$ cat src/rtl/tiny_nn_ctrl.sv
// Command sequencer for the tiny-nn value/parameter array core.
// Optional output ReLU is built when TINY_NN_RELU_EN is defined.
module tiny_nn_ctrl #(
    parameter int CountWidth     = 10,
    parameter int ValArrayWidth  = 4,
    parameter int ValArrayHeight = 2,
    localparam int PW = ValArrayWidth * ValArrayHeight,
    localparam int RW = (ValArrayHeight > 2) ? $clog2(ValArrayHeight) : 1
) (
    input  logic                      clk_i,
    input  logic                      rst_ni,
    input  logic [15:0]               data_i,
    input  logic [15:0]               acc_result_i,
    output logic [PW-1:0]             param_write_o,
    output logic [ValArrayHeight-1:0] val_shift_o,
    output logic [RW-1:0]             mul_row_sel_o,
    output logic                      mul_en_o,
    output logic                      acc_en_o,
    output logic                      busy_o,
    output logic [7:0]                data_o
);

    typedef enum logic [1:0] {
        Idle    = 2'd0,
        ParamIn = 2'd1,
        Exec    = 2'd2
    } state_e;

    localparam logic [RW-1:0] LastRow = RW'(ValArrayHeight - 1);

    state_e                state_q, state_d;
    logic [PW-1:0]         pw_q, pw_d;
    logic [RW-1:0]         row_q, row_d;
    logic [CountWidth-1:0] cnt_q, cnt_d;
    logic                  pvalid_q, pvalid_d;
    logic                  relu_q;
    logic                  is_conv;
    logic                  exec;
    logic                  zero_out;
    logic                  unused_data;

    assign is_conv     = (data_i[15:12] == 4'h1);
    assign exec        = (state_q == Exec);
    assign unused_data = ^data_i;

`ifdef TINY_NN_RELU_EN
    logic relu_d;

    always_ff @(posedge clk_i or negedge rst_ni) begin
        if (!rst_ni) begin
            relu_q <= 1'b0;
        end else begin
            relu_q <= relu_d;
        end
    end

    always_comb begin
        relu_d = relu_q;
        if (state_q == Idle && is_conv) begin
            relu_d = data_i[10];
        end
    end
`else
    assign relu_q = 1'b0;
`endif

    always_ff @(posedge clk_i or negedge rst_ni) begin
        if (!rst_ni) begin
            state_q  <= Idle;
            pw_q     <= '0;
            row_q    <= '0;
            cnt_q    <= '0;
            pvalid_q <= 1'b0;
        end else begin
            state_q  <= state_d;
            pw_q     <= pw_d;
            row_q    <= row_d;
            cnt_q    <= cnt_d;
            pvalid_q <= pvalid_d;
        end
    end

    always_comb begin
        state_d  = state_q;
        pw_d     = pw_q;
        row_d    = row_q;
        cnt_d    = cnt_q;
        pvalid_d = pvalid_q;
        unique case (state_q)
            Idle: begin
                if (is_conv) begin
                    cnt_d = data_i[CountWidth-1:0];
                    row_d = '0;
                    if (data_i[11] && pvalid_q) begin
                        state_d = Exec;
                    end else begin
                        state_d = ParamIn;
                        pw_d    = PW'(1);
                    end
                end
            end
            ParamIn: begin
                if (pw_q[PW-1]) begin
                    state_d  = Exec;
                    pw_d     = '0;
                    pvalid_d = 1'b1;
                end else begin
                    pw_d = pw_q << 1;
                end
            end
            Exec: begin
                if (row_q == LastRow) begin
                    row_d = '0;
                    // Counter holds at zero on exit, so the max N never wraps.
                    if (cnt_q != '0) begin
                        cnt_d = cnt_q - CountWidth'(1);
                    end else begin
                        state_d = Idle;
                    end
                end else begin
                    row_d = row_q + RW'(1);
                end
            end
            default: state_d = Idle;
        endcase
    end

    assign param_write_o = pw_q;
    assign val_shift_o   = exec ? (ValArrayHeight'(1) << row_q) : '0;
    assign mul_row_sel_o = exec ? row_q : '0;
    assign mul_en_o      = exec;
    assign acc_en_o      = exec && (row_q == LastRow);
    assign busy_o        = (state_q != Idle);
    assign zero_out      = relu_q && acc_result_i[15];

    always_comb begin
        data_o = 8'hFF;
        if (exec) begin
            if (row_q == RW'(0)) begin
                data_o = zero_out ? 8'h00 : acc_result_i[15:8];
            end else if (row_q == RW'(1)) begin
                data_o = zero_out ? 8'h00 : acc_result_i[7:0];
            end else begin
                data_o = 8'h00;
            end
        end
    end

endmodule

$ cat config.mk
export PLATFORM = sky130hd
export DESIGN_NAME = tiny_nn_ctrl
export DESIGN_NICKNAME = d
export VERILOG_FILES = /design/src/rtl/tiny_nn_ctrl.sv
export SDC_FILE = /design/constraint.sdc
export NUM_CORES = 1
export LEC_CHECK = 0
export CAP_MARGIN = 15
export CORE_UTILIZATION = 35
export CTS_CLUSTER_SIZE = 8
export DETAILED_ROUTE_END_ITERATION = 12
export PLACE_DENSITY = 0.78
export SYNTH_ARGS = -nofsm -noshare
export SYNTH_HDL_FRONTEND = slang
export SYNTH_SLANG_ARGS = --single-unit
$ cat constraint.sdc
create_clock -name clk_i -period 4.83 [get_ports clk_i]
set_input_delay 0.483 -clock clk_i [delete_from_list [all_inputs] [get_ports clk_i]]
set_output_delay 0.483 -clock clk_i [all_outputs]
set_load 0.03 [all_outputs]
==> metrics.csv, run 1 <==
metric,value,unit
status,completed,
endpoint_kind,output port,
arrival,2140,ps
place_hpwl,2340,um
dr_total_vias,1253,
post-place-cells,233,
port_buffers,54,
maxSlewViolCount,0,
grt_start_max_net_pins,23,
gr-total-overflow,0,
avgViaCountPerCell,5.29,
drtIter0Drc,37,
avgSynthCellArea,9.34,um2
drt_wl_total,3140,um
ctsRootBufferMaster,clkbuf_8,
critPathMaxFanout,16,
cts_sinks,22,
crit_family,buffers and inverters,
crit_buf_inv,2,
route.met2.wl,1380,um
irDropWorstVdd,228,uV
post_cts_buffers,0,
leakagePower,0.810,nW
drive_gt1_frac,0.0529,
fill_cells,349,
relSlewSlack,0.354,
cp-start-kind,register,
ys_ff_latch,22,
seq_area,551,um2
cts_tree,built,
slowest_stage,clkdlybuf4s50_1,
r2r_slack,2310,ps
grt_pass1_wl,5050,um
syn-cell-area,0.00134,mm2
wl_met3,210,um
utilization,0.531,
p_per_area,566,mW/mm2
routedWlPerCell,13.3,um
gp_congestion,0.808,
crit_chain,nand2b_1 > inv_2 > clkdlybuf4s50_1,
synth_cells,143,
ant_nets,0,
synthTopCellsByCount,"dfrtp_1, nor2_1, nand2_1",
yosysSeqAreaShare,0.412,
clkTransAtPathRegs,80,ps
timing.fmax,382,MHz
core,0.00366,mm2
rsz0062_at_grt,false,
antenna_found_initial,0,
hold_path_class,reg2reg,
dr.pass1.iters,4,
fin_nets,225,
grt_usage,0.156,
clock_latency,270,ps
synth.net_count,178,
drc,0,
htree_levels,1,
slowest_delay,720,ps
cts_buffers,3,
final_cell_count_no_fill,237,
cts-resized-gates,0,
worstHoldPathCells,1,
finalSetupViolCount,0,
floorplan.initialDensity,0.365,
fin_crit_sh,0.542,
syn_to_final_growth,45.7,%
synth_top_flop_cell,dfrtp_1,
synth-edff-count,0,
yosysMostFrequentCell,dfrtp_1,
path_class,reg2out,
synth_top_area_frac,0.412,
yosys_warnings,0,
holdBufCountCts,0,
die_w,63.8,um
maxCapViolations,0,
cp.depth,3,
antenna_cells,0,
worst_slew_pin_slew,966,ps
num_rows,22,
synth.distinct_cells,43,
die_area,0.00407,mm2
period_minus_slack,2620,ps
cts_buffer_depth,2,
m1WireLength,1480,um
hold_viol,0,
async_flop_share,1.00,
synthTopCellsByArea,"dfrtp_1, mux2i_1, a22o_1",
grt_pass1_vias,1137,
die_h,63.8,um
setup_tns,0,ps
synthDominantAreaCellType,dfrtp_1,
multi_input_area,689,um2
clock_skew,1.54,ps
reg2reg_depth,6,
top_layer,met4,
required,4350,ps
io_pins,56,
[per-stage QoR]
stage,worst slack [ps],hold slack (ps),cell area [um2],power [W]
2_1_floorplan,2640,187,1340,0.000749
3_3_place_gp,2200,459,1870,0.000923
3_5_place_dp,2190,468,1870,0.000931
4_1_cts,2200,485,1950,0.00111
5_1_grt,2070,528,1950,0.00117
6_report,2210,483,1950,0.00110
[worst paths after layout]
kind | to | start
min reg2reg | pvalid_q | pvalid_q
max | mul_en_o | state_q[1]
max in group asynchronous | cnt_q[2] | rst_ni
min in group asynchronous | param_write_o[6] | rst_ni
min | pvalid_q | pvalid_q
max reg2reg | cnt_q[6] | cnt_q[0]
[power breakdown]
group	switching, W	leakage, nW	total [W]	internal (W)
combinational	0.000315	0.499	0.000582	0.000267
sequential	0.000102	0.276	0.000345	0.000243
clock	0.0000633	0.0357	0.000174	0.000111
[layout by cell type, fill, tap and decap left out, types with 2 or more instances in the layout]
cell	n
a21oi_1	5
a221oi_1	2
a22o_1	7
a2bb2oi_1	3
a31oi_1	4
and2_1	2
and3_1	3
clkbuf_8	3
clkdlybuf4s50_1	54
dfrtp_1	22
inv_1	8
mux2i_1	9
nand2_1	10
nand2b_1	2
nand3_1	4
nor2_1	13
nor3_1	6
nor4_1	3
o21ai_0	4
o22a_1	3
[registers in the layout, indices dropped and copies added (netlist names)]
name / flops
cnt_q: 10
param_write_o: 8
pvalid_q: 1
row_q: 1
state_q: 2
[routing by layer]
layer	vias up	track usage
li1	622	-
met1	574	0.202
met2	50	0.245
met3	7	0.0304
met4	0	0.0852
met5	-	0
[final cells by class]
class	instances	area share
Timing Repair Buffer	54	0.278
Clock buffer	3	0.0212
Inverter	9	0.0174
Sequential cell	22	0.283
Tap cell	48	0.0309
Multi-Input combinational cell	100	0.354
Clock inverter	1	0.0154
[kinds of logic (layout without fill, tap and decap cells)]
group | after synthesis | after routing | synth area share
simple gates | 48 | 48 | 0.183
buf+inv | 21 | 67 | 0.0712
compound gates | 41 | 41 | 0.248
flops | 22 | 22 | 0.412
mux | 10 | 10 | 0.0759
fa+ha+maj | 1 | 1 | 0.00937
[worst register-to-register path: stages, from the launching register on]
cell	delay (ps)
dfrtp_1	420
inv_1	70
ha_1	200
or4b_1	590
o311ai_4	540
and2_1	410
a221oi_1	150
Note: power is estimated with default switching activity, not from simulation.
==> run 2: changes to the inputs <==
--- a/config.mk
+++ b/config.mk
@@ -9,7 +9,7 @@
 export CORE_UTILIZATION = 35
 export CTS_CLUSTER_SIZE = 8
 export DETAILED_ROUTE_END_ITERATION = 12
-export PLACE_DENSITY = 0.78
+export PLACE_DENSITY = 0.8
 export SYNTH_ARGS = -nofsm -noshare
 export SYNTH_HDL_FRONTEND = slang
 export SYNTH_SLANG_ARGS = --single-unit
==> constraint.sdc (replaced) <==
create_clock -name clk_i -period 2.16 [get_ports clk_i]
set_input_delay 0.216 -clock clk_i [delete_from_list [all_inputs] [get_ports clk_i]]
set_output_delay 0.216 -clock clk_i [all_outputs]
set_load 0.03 [all_outputs]
==> metrics.csv, run 2 (same netlist as run 1, synthesis figures left out) <==
metric,value,unit,change
die_area,0.00407,mm2,unchanged
routedWlPerCell,14.3,um,was 13.3 um
r2r-end,cnt_q[8],,was cnt_q[6]
reg2reg_depth,7,,was 6
p_per_area,1280,mW/mm2,was 566 mW/mm2
io_pins,56,,unchanged
die_w,63.8,um,unchanged
r2r_slack,1,ps,was 2310 ps
route.met2.wl,1760,um,was 1380 um
wl_met3,270,um,was 210 um
timing.fmax,463,MHz,
syn_to_final_growth,55.4,%,was 45.7%
final_area,0.00207,mm2,was 0.00195 mm2
cts_buffers,3,,unchanged
grt_pass1_wl,5650,um,was 5050 um
maxSlewViolCount,0,,unchanged
period_minus_slack,2160,ps,
grt_pass1_vias,1274,,was 1137
critPathLaunch,cnt_q[1],,was state_q[1]
relSlewSlack,0.640,,was 0.354
path_class,reg2reg,,was reg2out
gr-total-overflow,0,,unchanged
hold_path_class,in2async,,was reg2reg
largest_reg_flops,10,,unchanged
reg2reg_from,cnt_q[1],,was cnt_q[0]
critPathMaxFanout,5,,was 16
fin_crit_sh,0.999,,
m1WireLength,1490,um,was 1480 um
drtIter0Drc,28,,was 37
floorplan.initialDensity,0.365,,unchanged
cts_sinks,22,,unchanged
antenna_found_initial,0,,unchanged
clock_skew,5.12,ps,was 1.54 ps
status,completed,,unchanged
clock_latency,270,ps,about the same
drc,0,,unchanged
rsz0062_at_grt,true,,was false
regMostFlops,cnt_q,,unchanged
maxCapViolations,0,,unchanged
final_cell_mix,"clkdlybuf4s50_1, dfrtp_1, nor2_1",,unchanged
leakagePower,0.885,nW,was 0.810 nW
fin_nets,238,,was 225
fill_cells,341,,was 349
endpoint_kind,register,,was output port
finalSetupViolCount,0,,unchanged
place_hpwl,2570,um,was 2340 um
seq_area,552,um2,was 551 um2
pre_cts_ws,33.8,ps,was 2190 ps
top_layer,met4,,unchanged
cts_tree,built,,unchanged
p_total,0.00265,W,was 0.00110 W
htree_levels,1,,unchanged
die_h,63.8,um,unchanged
dr.pass1.iters,4,,unchanged
post-place-cells,245,,was 233
worst_slew_pin_slew,535,ps,was 966 ps
port_buffers,54,,unchanged
fin_ws,1.27,ps,was 2210 ps
irDropWorstVdd,538,uV,was 228 uV
num_rows,22,,unchanged
required,2320,ps,was 4350 ps
drive_gt1_frac,0.144,,was 0.0529
final_cell_count_no_fill,250,,was 237
avgViaCountPerCell,5.36,,was 5.29
dr_total_vias,1339,,was 1253
crit_end,cnt_q[8],,was mul_en_o
grt_start_max_net_pins,23,,unchanged
grt_usage,0.177,,was 0.156
holdBufCountCts,0,,unchanged
ctsRootBufferMaster,clkbuf_8,,unchanged
antenna_cells,0,,unchanged
utilization,0.567,,was 0.531
clkTransAtPathRegs,80,ps,about the same
hold_viol,0,,unchanged
ant_nets,0,,unchanged
cp-start-kind,register,,unchanged
gp_congestion,0.872,,was 0.808
arrival,2320,ps,was 2140 ps
multi_input_area,713,um2,was 689 um2
cts_buffer_depth,2,,unchanged
placed_area,0.00196,mm2,was 0.00187 mm2
final_common_cell,clkdlybuf4s50_1,,unchanged
drt_wl_total,3580,um,was 3140 um
core,0.00366,mm2,unchanged
## run 2: area by class of cell
type | count | area share
multi-input cells | 100 | 0.344
inverters | 9 | 0.0163
clock inverters | 1 | 0.0145
flip-flops and latches | 22 | 0.266
clock buffers | 3 | 0.0199
repair buffers | 67 | 0.311
well taps | 48 | 0.0290
## run 2: worst min path at each step
stage	slack, ps	to	from
after floorplan	-80	cnt_q[0]	rst_ni
after global placement	460	pvalid_q	pvalid_q
after detailed placement	480	pvalid_q	pvalid_q
after CTS	310	param_write_o[3]	rst_ni
after global routing	310	param_write_o[3]	rst_ni
final	290	cnt_q[8]	rst_ni
## run 2: per-layer routing
| metal | vias to the layer above | GRT usage |
|---|---|---|
| met1 | 626 | 0.202 |
| li1 | 650 | - |
| met2 | 56 | 0.311 |
| met3 | 7 | 0.0464 |
| met5 | - | 0 |
| met4 | 0 | 0.0710 |
## run 2: what timing repair did
item                                    4_1_cts  5_1_grt
gates resized for setup                       1        8
setup buffers                                 0        1
pin swaps                                     0        2
endpoints found under the setup margin        1       17
## run 2: metrics by stage
stage / TNS [ps] / hold slack, ps
2_1_floorplan: 0 / -79.6
3_3_place_gp: 0 / 464
3_5_place_dp: 0 / 479
4_1_cts: 0 / 309
5_1_grt: -92.2 / 315
6_report: 0 / 292
## run 2: where the power goes
| part | switching (W) | internal (W) |
|---|---|---|
| clock network | 0.000140 | 0.000248 |
| logic | 0.000860 | 0.000707 |
| registers | 0.000147 | 0.000547 |
## run 2: worst max-delay path: stages (launching register included)
cell and delay (ps):
dfrtp_1 420, inv_2 90, ha_4 120, or4b_4 470, buf_4 170, nor4_1 410
a31oi_1 170, o22a_1 210
==> RTL change (config.mk and constraints of run 2) <==
Register the outputs `val_shift_o`, `mul_row_sel_o`, `mul_en_o`, `acc_en_o` and `busy_o`, without a reset; this adds one clock of latency there. The other outputs are not delayed to match.
--- a/src/rtl/tiny_nn_ctrl.sv
+++ b/src/rtl/tiny_nn_ctrl.sv
@@ -127,9 +127,11 @@
 
     assign param_write_o = pw_q;
-    assign val_shift_o   = exec ? (ValArrayHeight'(1) << row_q) : '0;
-    assign mul_row_sel_o = exec ? row_q : '0;
-    assign mul_en_o      = exec;
-    assign acc_en_o      = exec && (row_q == LastRow);
-    assign busy_o        = (state_q != Idle);
+    always_ff @(posedge clk_i) begin
+        val_shift_o   <= exec ? (ValArrayHeight'(1) << row_q) : '0;
+        mul_row_sel_o <= exec ? row_q : '0;
+        mul_en_o      <= exec;
+        acc_en_o      <= exec && (row_q == LastRow);
+        busy_o        <= (state_q != Idle);
+    end
     assign zero_out      = relu_q && acc_result_i[15];
 
Formal check against the unedited RTL: not equivalent (a bounded check fails within 4 cycles, from zero or initial values and one cycle with rst_ni low).
==> RTL change against run 2 <==
Synthesized cell count is 6.3% higher; power up 5.9%; setup slack improved by 0.095 ns; sequential cell count increased by 5; count of clock-buffer cells in the layout is the same; global-route usage decreased by 1.3 points; design area up 3.0%; routed wire length decreased by 0.47%; area after synthesis grew 8.3%; critical endpoint is now cnt_q[9]; highest routed layer unchanged.
==> RTL change: results (changes against run 2) <==
status -> completed
DP Wirelength -> 2624 um (+2.1%)
Global Route Usage Sum -> 16.45% (-1.3 points)
post-synthesis sequential area ratio -> 44.98% (+3.7 points)
worst-path fanout max -> 6 (+1)
drt pass-1 iters -> 4 (unchanged)
reg2reg setup slack -> 0.1 ns (+0.09 ns)
clock transition at the registers of the reported paths -> 0.09 ns
top cells by area, synth -> dfrtp_1 38%, dfxtp_1 6.9%, mux2i_1 6.2%
Synth Warn # -> 0 (unchanged)
total CTS buffers -> 3 (unchanged)
maximum VDD drop -> 0.8111 mV (+51%)
Hold Slack -> 0.2860 ns (-0.006041 ns)
r2r endpoint -> cnt_q[9]
share of cells above drive strength 1 -> 11.00% (-3.4 points)
Clock Skews -> 0.004227 ns (-0.0008955 ns)
reg2reg start -> cnt_q[1]
Post-synth top cells -> 22 x dfrtp_1, 15 x nor2_1, 13 x nand2_1, 9 x mux2i_1, 8 x clkbuf_1
Final period util -> 95.56% (-4.4 points)
ant diodes -> 0 (unchanged)
Clock Tree Root -> clkbuf_8
min-delay worst type -> in -> async
syn nets -> 187 (+5.1%)
H-tree levels -> 1 (unchanged)
Unique masters post-synth -> 45 (+4.7%)
CTS max path bufs -> 2 (unchanged)
global placement routability congestion -> 0.8639 (-0.91%)
Setup WS pre-CTS -> -0.006262 ns (-0.04005 ns)
CP max-delay cell -> or4b_4
Sw Pwr -> 1233 uW (+7.5%)
filler instances -> 366 (+7.3%)
Vias -> 1366 (+2.0%)
Worst path max stage delay -> 0.50 ns (+0.03 ns)
share of synthesized registers carrying an async set or reset -> 81.48% (-19 points)
max reg flops -> 10 (unchanged)
Iter 0 DRT Violations -> 71 (+150%)
Largest Register -> cnt_q
clk_lat worst skew -> 0.27 ns (about the same)
Arr. time, crit path -> 2.22 ns (-0.10 ns)
r2r worst-path depth -> 6 (-1)
first-pass GRT wire length -> 5540 um (-2.0%)
Placed Area -> 0.002067 mm^2 (+5.2%)
Slew headroom -> 66.74% (+2.7 points)
Avg Inst Size Synth -> 9.516 um^2 (+1.9%)
Avg WL per Cell -> 13.75 um (-3.9%)
IO buf count -> 54 (unchanged)
post-layout util -> 53.78% (-2.9 points)
vias in the first global route -> 1212 (-4.9%)
Vias/cell -> 5.274 (-1.5%)
P_leak -> 0.0008847 uW (about the same)
fin nets -> 245 (+2.9%)
largest net degree at the start of global routing -> 23 (unchanged)
initial antenna violation count -> 0 (unchanged)
-- RTL change: logic make-up after synthesis --
kind of cell / count (synthesis) / synth area share (%)
AOI/OAI and AO/OA: 42 / 22.49
adders and majority gates: 1 / 0.8649
buffers and inverters: 18 / 5.536
DFF: 27 / 44.98
muxes: 9 / 6.229
and+or+nand+nor: 55 / 19.90
-- RTL change: how the worst max path moves through the flow --
stage,from,end
2_1_floorplan,cnt_q[0],cnt_q[9]
3_3_place_gp,cnt_q[0],cnt_q[9]
3_5_place_dp,cnt_q[0],cnt_q[0]
4_1_cts,cnt_q[0],cnt_q[9]
5_1_grt,cnt_q[0],cnt_q[9]
6_report,cnt_q[1],cnt_q[9]
-- RTL change: final cells by class --
cell class,instances,area share [%]
multi-input cells,107,33.98
repair buffers,65,29.29
clock inverters,1,0.3515
inverters,6,1.054
well taps,50,2.929
flip-flops and latches,27,30.46
clock buffers,3,1.933
-- RTL change: repair_timing --
item | 4_1_cts | 5_1_grt
resized for setup | 2 | 4
pin swaps | 0 | 1
setup endpoints to repair | 8 | 9
buffers inserted | 0 | 1
-- RTL change: power by group through the flow --
stage                     clock [uW]  sequential, uW  combinational [uW]
final                            289             953                1560
after global routing             318             986                1680
after CTS                        304             948                1550
after detailed placement           0             959                1530
after global placement             0             949                1510
after floorplan                    0            1080                 855
-- RTL change: metal layers --
layer  up-vias  global-route usage (%)  part of all wire [%]  wire, um
met5         -                       0                     0         0
met2        42                   29.08                    49      1733
li1        673                       -                     -         -
met4         0                   2.926                   1.1        38
met3         5                   4.138                   5.7       203
met1       646                   20.19                    45      1587
-- RTL change: worst max-delay path: cells and delay by family, from the launching register on --
family	cells	cell delay, ns
fa+ha+maj	1	0.17
buf+inv	1	0.08
compound gates	2	0.71
simple gates	2	0.58
flops	1	0.40
